**config.mk**
```make
export PLATFORM = sky130hd
export DESIGN_NAME = mips_mc_ctrl
export DESIGN_NICKNAME = d
export VERILOG_FILES = /design/src/rtl/mips_mc_ctrl.sv
export SDC_FILE = /design/constraint.sdc
export NUM_CORES = 1
export LEC_CHECK = 0
export ABC_AREA = 1
export BUFFER_PORTS_ARGS = -buffer_cell sky130_fd_sc_hd__buf_4
export CAP_MARGIN = 20
export CORE_UTILIZATION = 54
export CTS_CLUSTER_DIAMETER = 100
export DETAILED_ROUTE_END_ITERATION = 8
export PLACE_DENSITY = 0.87
export SETUP_SLACK_MARGIN = 0.4
export SYNTH_ARGS = -nofsm -noshare
export SYNTH_HDL_FRONTEND = slang
export SYNTH_SLANG_ARGS = --single-unit
```
**constraint.sdc**
```tcl
create_clock -name clk -period 3.5 [get_ports clk]
set_input_delay 0.7 -clock clk [delete_from_list [all_inputs] [get_ports clk]]
set_output_delay 0.7 -clock clk [all_outputs]
set_load 0.02 [all_outputs]
```
**src/rtl/mips_mc_ctrl.sv**
```systemverilog
// Multicycle MIPS main control FSM: sequences fetch/decode/execute, drives PC, IR,
// memory handshake, ALU and regfile controls, with a per-access memory watchdog.
module mips_mc_ctrl #(
  parameter int MEM_TIMEOUT  = 255,
  parameter int ILLEGAL_TRAP = 1
) (
  input  logic       clk,
  input  logic       rst_n,
  input  logic [5:0] opcode,
  input  logic [5:0] funct,
  input  logic       zero,
  input  logic       mem_ready,
  output logic       mem_req,
  output logic       mem_we,
  output logic       iord,
  output logic       irwrite,
  output logic       pc_en,
  output logic [1:0] pcsrc,
  output logic       regdst,
  output logic       memtoreg,
  output logic       regwrite,
  output logic       alusrca,
  output logic [1:0] alusrcb,
  output logic [1:0] aluop,
  output logic       mem_timeout,
  output logic       halted
);

  localparam int CNT_W = (MEM_TIMEOUT > 0) ? $clog2(MEM_TIMEOUT + 1) : 1;
  localparam logic [CNT_W-1:0] TMO_LAST = (MEM_TIMEOUT > 0) ? CNT_W'(MEM_TIMEOUT - 1) : '0;

  localparam logic [5:0] OP_RTYPE = 6'b000000;
  localparam logic [5:0] OP_LW    = 6'b100011;
  localparam logic [5:0] OP_SW    = 6'b101011;
  localparam logic [5:0] OP_BEQ   = 6'b000100;
  localparam logic [5:0] OP_ADDI  = 6'b001000;
  localparam logic [5:0] OP_J     = 6'b000010;
  localparam logic [5:0] FN_JR    = 6'b001000;

  typedef enum logic [3:0] {
    S_IDLE, S_FETCH, S_DECODE, S_MEMADR, S_MEMRD, S_MEMWB, S_MEMWR, S_EXECUTE,
    S_ALUWB, S_BRANCH, S_ADDIEX, S_ADDIWB, S_JUMP, S_JR, S_ABORT, S_HALT
  } state_t;

  state_t           r_state;
  state_t           w_state_nx;
  logic [CNT_W-1:0] r_wcnt;
  logic             w_is_mem;
  logic             w_tmo;
  logic             w_pcwrite;
  logic             w_branch;

  assign w_is_mem = (r_state == S_FETCH) || (r_state == S_MEMRD) || (r_state == S_MEMWR);
  // Only the last permitted wait cycle can abort; a ready on that same cycle completes instead.
  assign w_tmo    = (MEM_TIMEOUT != 0) && w_is_mem && !mem_ready && (r_wcnt == TMO_LAST);
  assign pc_en    = w_pcwrite | (w_branch & zero);

  always_ff @(posedge clk or negedge rst_n) begin
    if (!rst_n) begin
      r_state <= S_IDLE;
      r_wcnt  <= '0;
    end else begin
      r_state <= w_state_nx;
      if (w_state_nx != r_state)
        r_wcnt <= '0;
      else if (w_is_mem && !mem_ready)
        r_wcnt <= r_wcnt + 1'b1;
    end
  end

  always_comb begin
    w_state_nx  = r_state;
    mem_req     = 1'b0;
    mem_we      = 1'b0;
    iord        = 1'b0;
    irwrite     = 1'b0;
    w_pcwrite   = 1'b0;
    w_branch    = 1'b0;
    pcsrc       = 2'b00;
    regdst      = 1'b0;
    memtoreg    = 1'b0;
    regwrite    = 1'b0;
    alusrca     = 1'b0;
    alusrcb     = 2'b00;
    aluop       = 2'b00;
    mem_timeout = 1'b0;
    halted      = 1'b0;
    unique case (r_state)
      S_IDLE: w_state_nx = S_FETCH;
      S_FETCH: begin
        mem_req = 1'b1;
        alusrcb = 2'b01;
        if (mem_ready) begin
          irwrite    = 1'b1;
          w_pcwrite  = 1'b1;
          w_state_nx = S_DECODE;
        end else if (w_tmo) begin
          w_state_nx = S_ABORT;
        end
      end
      S_DECODE: begin
        alusrcb = 2'b11;
        if (opcode == OP_LW || opcode == OP_SW)            w_state_nx = S_MEMADR;
        else if (opcode == OP_RTYPE && funct == FN_JR)     w_state_nx = S_JR;
        else if (opcode == OP_RTYPE)                       w_state_nx = S_EXECUTE;
        else if (opcode == OP_BEQ)                         w_state_nx = S_BRANCH;
        else if (opcode == OP_ADDI)                        w_state_nx = S_ADDIEX;
        else if (opcode == OP_J)                           w_state_nx = S_JUMP;
        else if (ILLEGAL_TRAP != 0)                        w_state_nx = S_HALT;
        else                                               w_state_nx = S_FETCH;
      end
      S_MEMADR: begin
        alusrca    = 1'b1;
        alusrcb    = 2'b10;
        w_state_nx = (opcode == OP_SW) ? S_MEMWR : S_MEMRD;
      end
      S_MEMRD: begin
        mem_req = 1'b1;
        iord    = 1'b1;
        if (mem_ready)  w_state_nx = S_MEMWB;
        else if (w_tmo) w_state_nx = S_ABORT;
      end
      S_MEMWB: begin
        regwrite   = 1'b1;
        memtoreg   = 1'b1;
        w_state_nx = S_FETCH;
      end
      S_MEMWR: begin
        mem_req = 1'b1;
        mem_we  = 1'b1;
        iord    = 1'b1;
        if (mem_ready)  w_state_nx = S_FETCH;
        else if (w_tmo) w_state_nx = S_ABORT;
      end
      S_EXECUTE: begin
        alusrca    = 1'b1;
        aluop      = 2'b10;
        w_state_nx = S_ALUWB;
      end
      S_ALUWB: begin
        regwrite   = 1'b1;
        regdst     = 1'b1;
        w_state_nx = S_FETCH;
      end
      S_BRANCH: begin
        alusrca    = 1'b1;
        aluop      = 2'b01;
        w_branch   = 1'b1;
        pcsrc      = 2'b01;
        w_state_nx = S_FETCH;
      end
      S_ADDIEX: begin
        alusrca    = 1'b1;
        alusrcb    = 2'b10;
        w_state_nx = S_ADDIWB;
      end
      S_ADDIWB: begin
        regwrite   = 1'b1;
        w_state_nx = S_FETCH;
      end
      S_JUMP: begin
        w_pcwrite  = 1'b1;
        pcsrc      = 2'b10;
        w_state_nx = S_FETCH;
      end
      S_JR: begin
        w_pcwrite  = 1'b1;
        pcsrc      = 2'b11;
        w_state_nx = S_FETCH;
      end
      // Dead cycle with request dropped so the aborted access is cleanly terminated.
      S_ABORT: begin
        mem_timeout = 1'b1;
        w_state_nx  = S_FETCH;
      end
      S_HALT: halted = 1'b1;
      default: w_state_nx = S_IDLE;
    endcase
  end

endmodule

```
* After elaboration in Yosys (flattened, before gate mapping)
Index checks and enable logic that the tools add are counted.
** Storage, ports and cells
- Output and inout bits :: 17
- Input port bits :: 16
- Bits in latches :: 0
- Memories kept :: 0
- Memory bits (read-only) :: 0
- Word-level logic and storage cells :: 75
- Register bits :: 12
- Memory bits (writable) :: 0
** Cells by class
- Reductions and logical operators :: 17
- Mux-type cells :: 30
- Bitwise logic cells :: 2
- Multiply operators :: 0
- Order comparisons :: 0
- Shifts and indexed selects :: 0
- Eq/ne operators :: 23
- Div/mod/pow operators :: 0
- Add/subtract/negate cells :: 1
** Operator list (number)
- equality test 4 bit (second input constant) :: 8
- case mux 4 bit (8 select lines) :: 1
- two-way mux 4 bit :: 7
- equality test 4 x 3 -> 1 bit (second input constant) :: 4
- two-way mux 8 bit :: 2
- equality test 6 x 4 -> 1 bit (second input constant) :: 2
- equality test 6 bit (second input constant) :: 2
- two-way mux 1 bit :: 12
- case mux 2 bit (3 select lines) :: 2
- adder 8 x 1 -> 8 bit (second input constant) :: 1
- equality test 4 x 2 -> 1 bit (second input constant) :: 2
- equality test 8 bit (second input constant) :: 1
- OR reduction 8 bit :: 1
- equality test 6 x 2 -> 1 bit (second input constant) :: 1
- equality test 6 x 3 -> 1 bit (second input constant) :: 1
- logical NOT 6 bit :: 1
- two-way mux 3 bit :: 2
- OR reduction 2 bit :: 3
- OR reduction 3 bit :: 2
- equality test 4 x 1 -> 1 bit (second input constant) :: 1
- logical NOT 4 bit :: 1
- two-way mux 2 bit :: 2
- inequality test 4 bit :: 1
- case mux 2 bit (2 select lines) :: 1
- 8 further kinds :: 12

* Logic depth before layout (Yosys ltp)
- Word-level depth :: 10
- Depth in mapped cells :: 13
- Depth with buffers taken out :: 13

* Least setup slack after synthesis
OpenSTA, ideal clock, no wires.
- Path kind :: register to output
- From :: reg r_state[2]
- To :: out regwrite
- Setup slack :: 1.364 ns
- Buffers on the path :: 0
- Arrival :: 1.436 ns
- Stages on the path, launching flop included :: 6
- Cell sequence :: dfrtp_1 inv_2 nand2_1 nor3_1 nor2_1 o21ai_0
** Between the ends
- Cells in the longest elaborated chain, start to end :: 3
- Elaborated cells between the ends (all ways) :: 5
- Classes of those cells :: eq/ne (3); mux (1); reduce/logical (1)
** Ends and longest elaborated chain
- start, declared :: line 45 : state_t r_state;
- start signal, assigned :: line 63 : r_state <= w_state_nx;
- equality test 4 bit or equality test 4 x 3 -> 1 bit (tied branches) :: line 88 : unique case (r_state)
- OR reduction 3 bit (no line) *
- two-way mux 1 bit * :: line 88
- end, declared :: line 21 : output logic regwrite,
Every way passes the cells marked *; elsewhere a longest branch is shown, timed or not.

* Worst setup path in the final report
- From :: reg r_state[0]
- To :: out pc_en
** Between the ends
- Cells in the longest elaborated chain, start to end :: 4
- Elaborated cells between the ends (all ways) :: 9
- Classes of those cells :: eq/ne (4); mux (2); bitwise (2); reduce/logical (1)
** Ends and longest elaborated chain
- equality test 4 bit :: line 88
- OR reduction 2 bit (no line) or two-way mux 1 bit (tied branches)
- case mux 1 bit (2 select lines) or AND 1 bit (tied branches) :: line 88, 56
- OR 1 bit * :: line 56 : assign pc_en = w_pcwrite | (w_branch & zero);
- end, declared :: line 17 : output logic pc_en,
Marked as above.

==> results.md <==
* CTS max path bufs at 2
* Leakage Power at 0.748 nW
* Worst rel slew slack at 80.1%
* Syn_area_per_cell at 6.03 µm²
* Max cap viols at 0
* GRT Overall Usage at 27.3%
* Dpl cell area at 1330 µm²
* Sequential area share after synthesis at 28.5%
* Hold slack at 0.257 ns
* Final setup margin at 1.27 ns
* DRC viols at 0
* CTS tree: done
* Post-synthesis simple-gate area fraction at 47.9%
* Largest net degree at the start of global routing at 13
* Adder-Cell Fraction of Synth Area at 2.37%
* Diode count at 0
* XOR/XNOR Fraction of Synth Area at 5.81%
* Initial antenna violation count at 0
* Multiplexer share of the synthesized area at 0%
* Vias in the first global route at 1069
* RSZ-0062 raised after global routing: no
* #FFs+latches synth at 12
* P per Cell Area at 182 nW/µm²
* FFs w/ async S/R, synth at 100%
* Area grow syn2layout at 27.9%
* CP Max Fanout at 6
* Hold WC Path Type: in -> async
* Worst Tran Pin Value at 0.298 ns
* Largest family of logic cells by synthesized area: simple AND/OR/NAND/NOR gates
* # IOs at 33
* Worst R2R Setup Slack at 1.56 ns
* Fin area at 1350 µm²
* DP Worst Slack at 1.33 ns
* Post-DRT Antenna Nets at 0
* Clk sinks at 12
* Critical R2R Capture: r_wcnt[6]$_DFFE_PN0P_
* DRT iter0 DRCs at 35
* Fin crit period at 2.23 ns
* Max VDD drop at 0.186 mV
* Dominant synthesized flop cell: dfrtp_1
* Cells after Synth at 175
* Most frequent cell after synthesis: nand2_1
* CTS Hold Bufs at 0
* Critical path class: reg -> out
* Crit path cell chain: inv_2 -> nor2_4 -> inv_1 -> nor2_1 -> nand2_1 -> nand3_1 -> buf_4
* Setup Skew at 0.00108 ns
* Worst setup SP type: flip-flop
* Area share of the largest cell type after synthesis at 28.5%
* Synth cell count leaders: nand2_1, nor2_1, inv_1, nand3_1, dfrtp_1
* First-pass GRT wire length at 4250 µm
* R2R Path Start: r_state[3]$_DFF_PN0_
* Fillers at 156
* Synth Area in Compound Gates at 4.74%
* Detail Placement HPWL at 2170 µm
* Post-cts gate resize count at 0
* H-tree Lvls at 1
* Syn nets at 193
* Die height at 46.2 µm
* Cell Rows at 15
* Critical Path AT at 1.53 ns
* IO Port Bufs at 32
* Outcome: complete, no violations
* Mapped Area at 1050 µm²
* Unique masters post-synth at 18
* Total Wirelength at 2600 µm
* Clock Tree Root: clkbuf_4
* Critical path's largest stage delay at 0.45 ns
* Final Max Slew Viols at 0
* Die Area at 2130 µm²
* Clock latency on the worst-skew pair at 0.26 ns
* Buf/Inv on CP at 3
* Setup-failing EPs final at 0
* Synth Warn # at 0
* Crit path max-delay cell type: dfrtp_1
* Post CTS Setup Buffer Count at 0
* Via count at 1222
* CP required at 2.80 ns
* Top cells by area, synth: dfrtp_1, nand2_1, nor2_1
* Initial Utilization at 59.2%
* Reg2Reg Depth at 13
* Crit share post-route at 63.6%
* Final Hold Vio Count at 0
* Layout Nets at 230
* TritonCTS Buffers at 3
* Vias/cell at 5.20
* Routed WL per cell at 11.1 µm
* Area leader, netlist: dfrtp_1
* Final setup TNS at 0 ns
* Delay-heaviest family, CP: simple AND/OR/NAND/NOR gates
* Fraction of layout cells with a size suffix above 1 at 22.9%
* Die Span X at 46.2 µm
* GRT Residual Overflow at 0
* Core area at 1780 µm²
* CP Capture Type: primary output
* Clock Pin Slew Worst Setup and Hold Paths at 0.07 ns
* Final Wtd Congestion at 0.892
* FMAX at 449 MHz
* Initial DRT Pass Iterations at 4
* Number of synthesized flops with an enable pin at 0
[cells in the final DEF, fill, tap and decap left out, drive strengths merged]
master  count
a21oi       3
buf        32
clkbuf      3
dfrtp      12
ha          2
inv        30
nand2      44
nand3      17
nand4       9
nor2       43
nor3        1
o21ai       7
xnor2       2
xor2        5
[per-stage QoR]
stage	std cells	util [%]	power, W
2_1_floorplan	175	-	0.000149
3_3_place_gp	232	74.4	0.000166
3_5_place_dp	232	74.4	0.000167
4_1_cts	235	75.6	0.000247
5_1_grt	235	75.6	0.000259
6_report	235	75.6	0.000246
[flip-flops by register name, indices dropped and copies added, names as in the netlist]
signal and flops:
r_wcnt 8, r_state 4
[metal layers]
metal  part of all wire, %  track usage (%)  vias to the layer above
li1                      -                -                      620
met1                    46             37.3                      567
met2                    50             44.8                       35
met3                   4.6             5.88                        0
met4                     0             4.12                        0
met5                     0                0                        -
[worst max-delay path by stage]
stage                              start               endpoint  slack, ns  depth (start not counted)
floorplan           r_state[2]$_DFF_PN0_               regwrite       1.36                          5
detailed placement             opcode[5]  r_wcnt[6]$_DFFE_PN0P_       1.33                         12
finish              r_state[0]$_DFF_PN0_                  pc_en       1.27                          7
global route        r_state[0]$_DFF_PN0_               regwrite       1.17                          7
CTS                 r_state[0]$_DFF_PN0_                  pc_en       1.28                          7
global placement               opcode[5]  r_wcnt[6]$_DFFE_PN0P_       1.45                         12
[power by group]
group	total [W]	internal (W)	leakage, nW	switching, W
combinational	0.0000260	0.0000135	0.588	0.0000125
clock	0.0000814	0.0000398	0.0138	0.0000417
sequential	0.000139	0.000139	0.147	0
[cells by family (layout without fill, tap and decap cells)]
family / after synthesis / count (layout)
fa+ha+maj: 2 / 2
xor+xnor: 7 / 7
buf+inv: 30 / 65
simple gates: 114 / 114
flops: 12 / 12
compound gates: 10 / 10
[worst reg2reg max path, stage by stage (launching register included)]
cell,delay (ns)
dfrtp_1,0.47
nor2_2,0.22
inv_1,0.11
nor2_2,0.17
nand3_1,0.16
nand2_1,0.09
inv_1,0.05
nand2_1,0.07
nand2_1,0.05
nand2_1,0.05
inv_1,0.05
nor2_1,0.13
nand2_2,0.13
nor2_1,0.12
[final cells by class]
cell class	instances	area (µm²)	share of cell area [%]
sequential	12	300	22.3
tap	25	31.3	2.32
inverter	30	113	8.35
multi-input combinational	133	642	47.6
timing repair buffer	32	240	17.8
clock buffer	3	22.5	1.67
(Power assumes the default switching activity.)
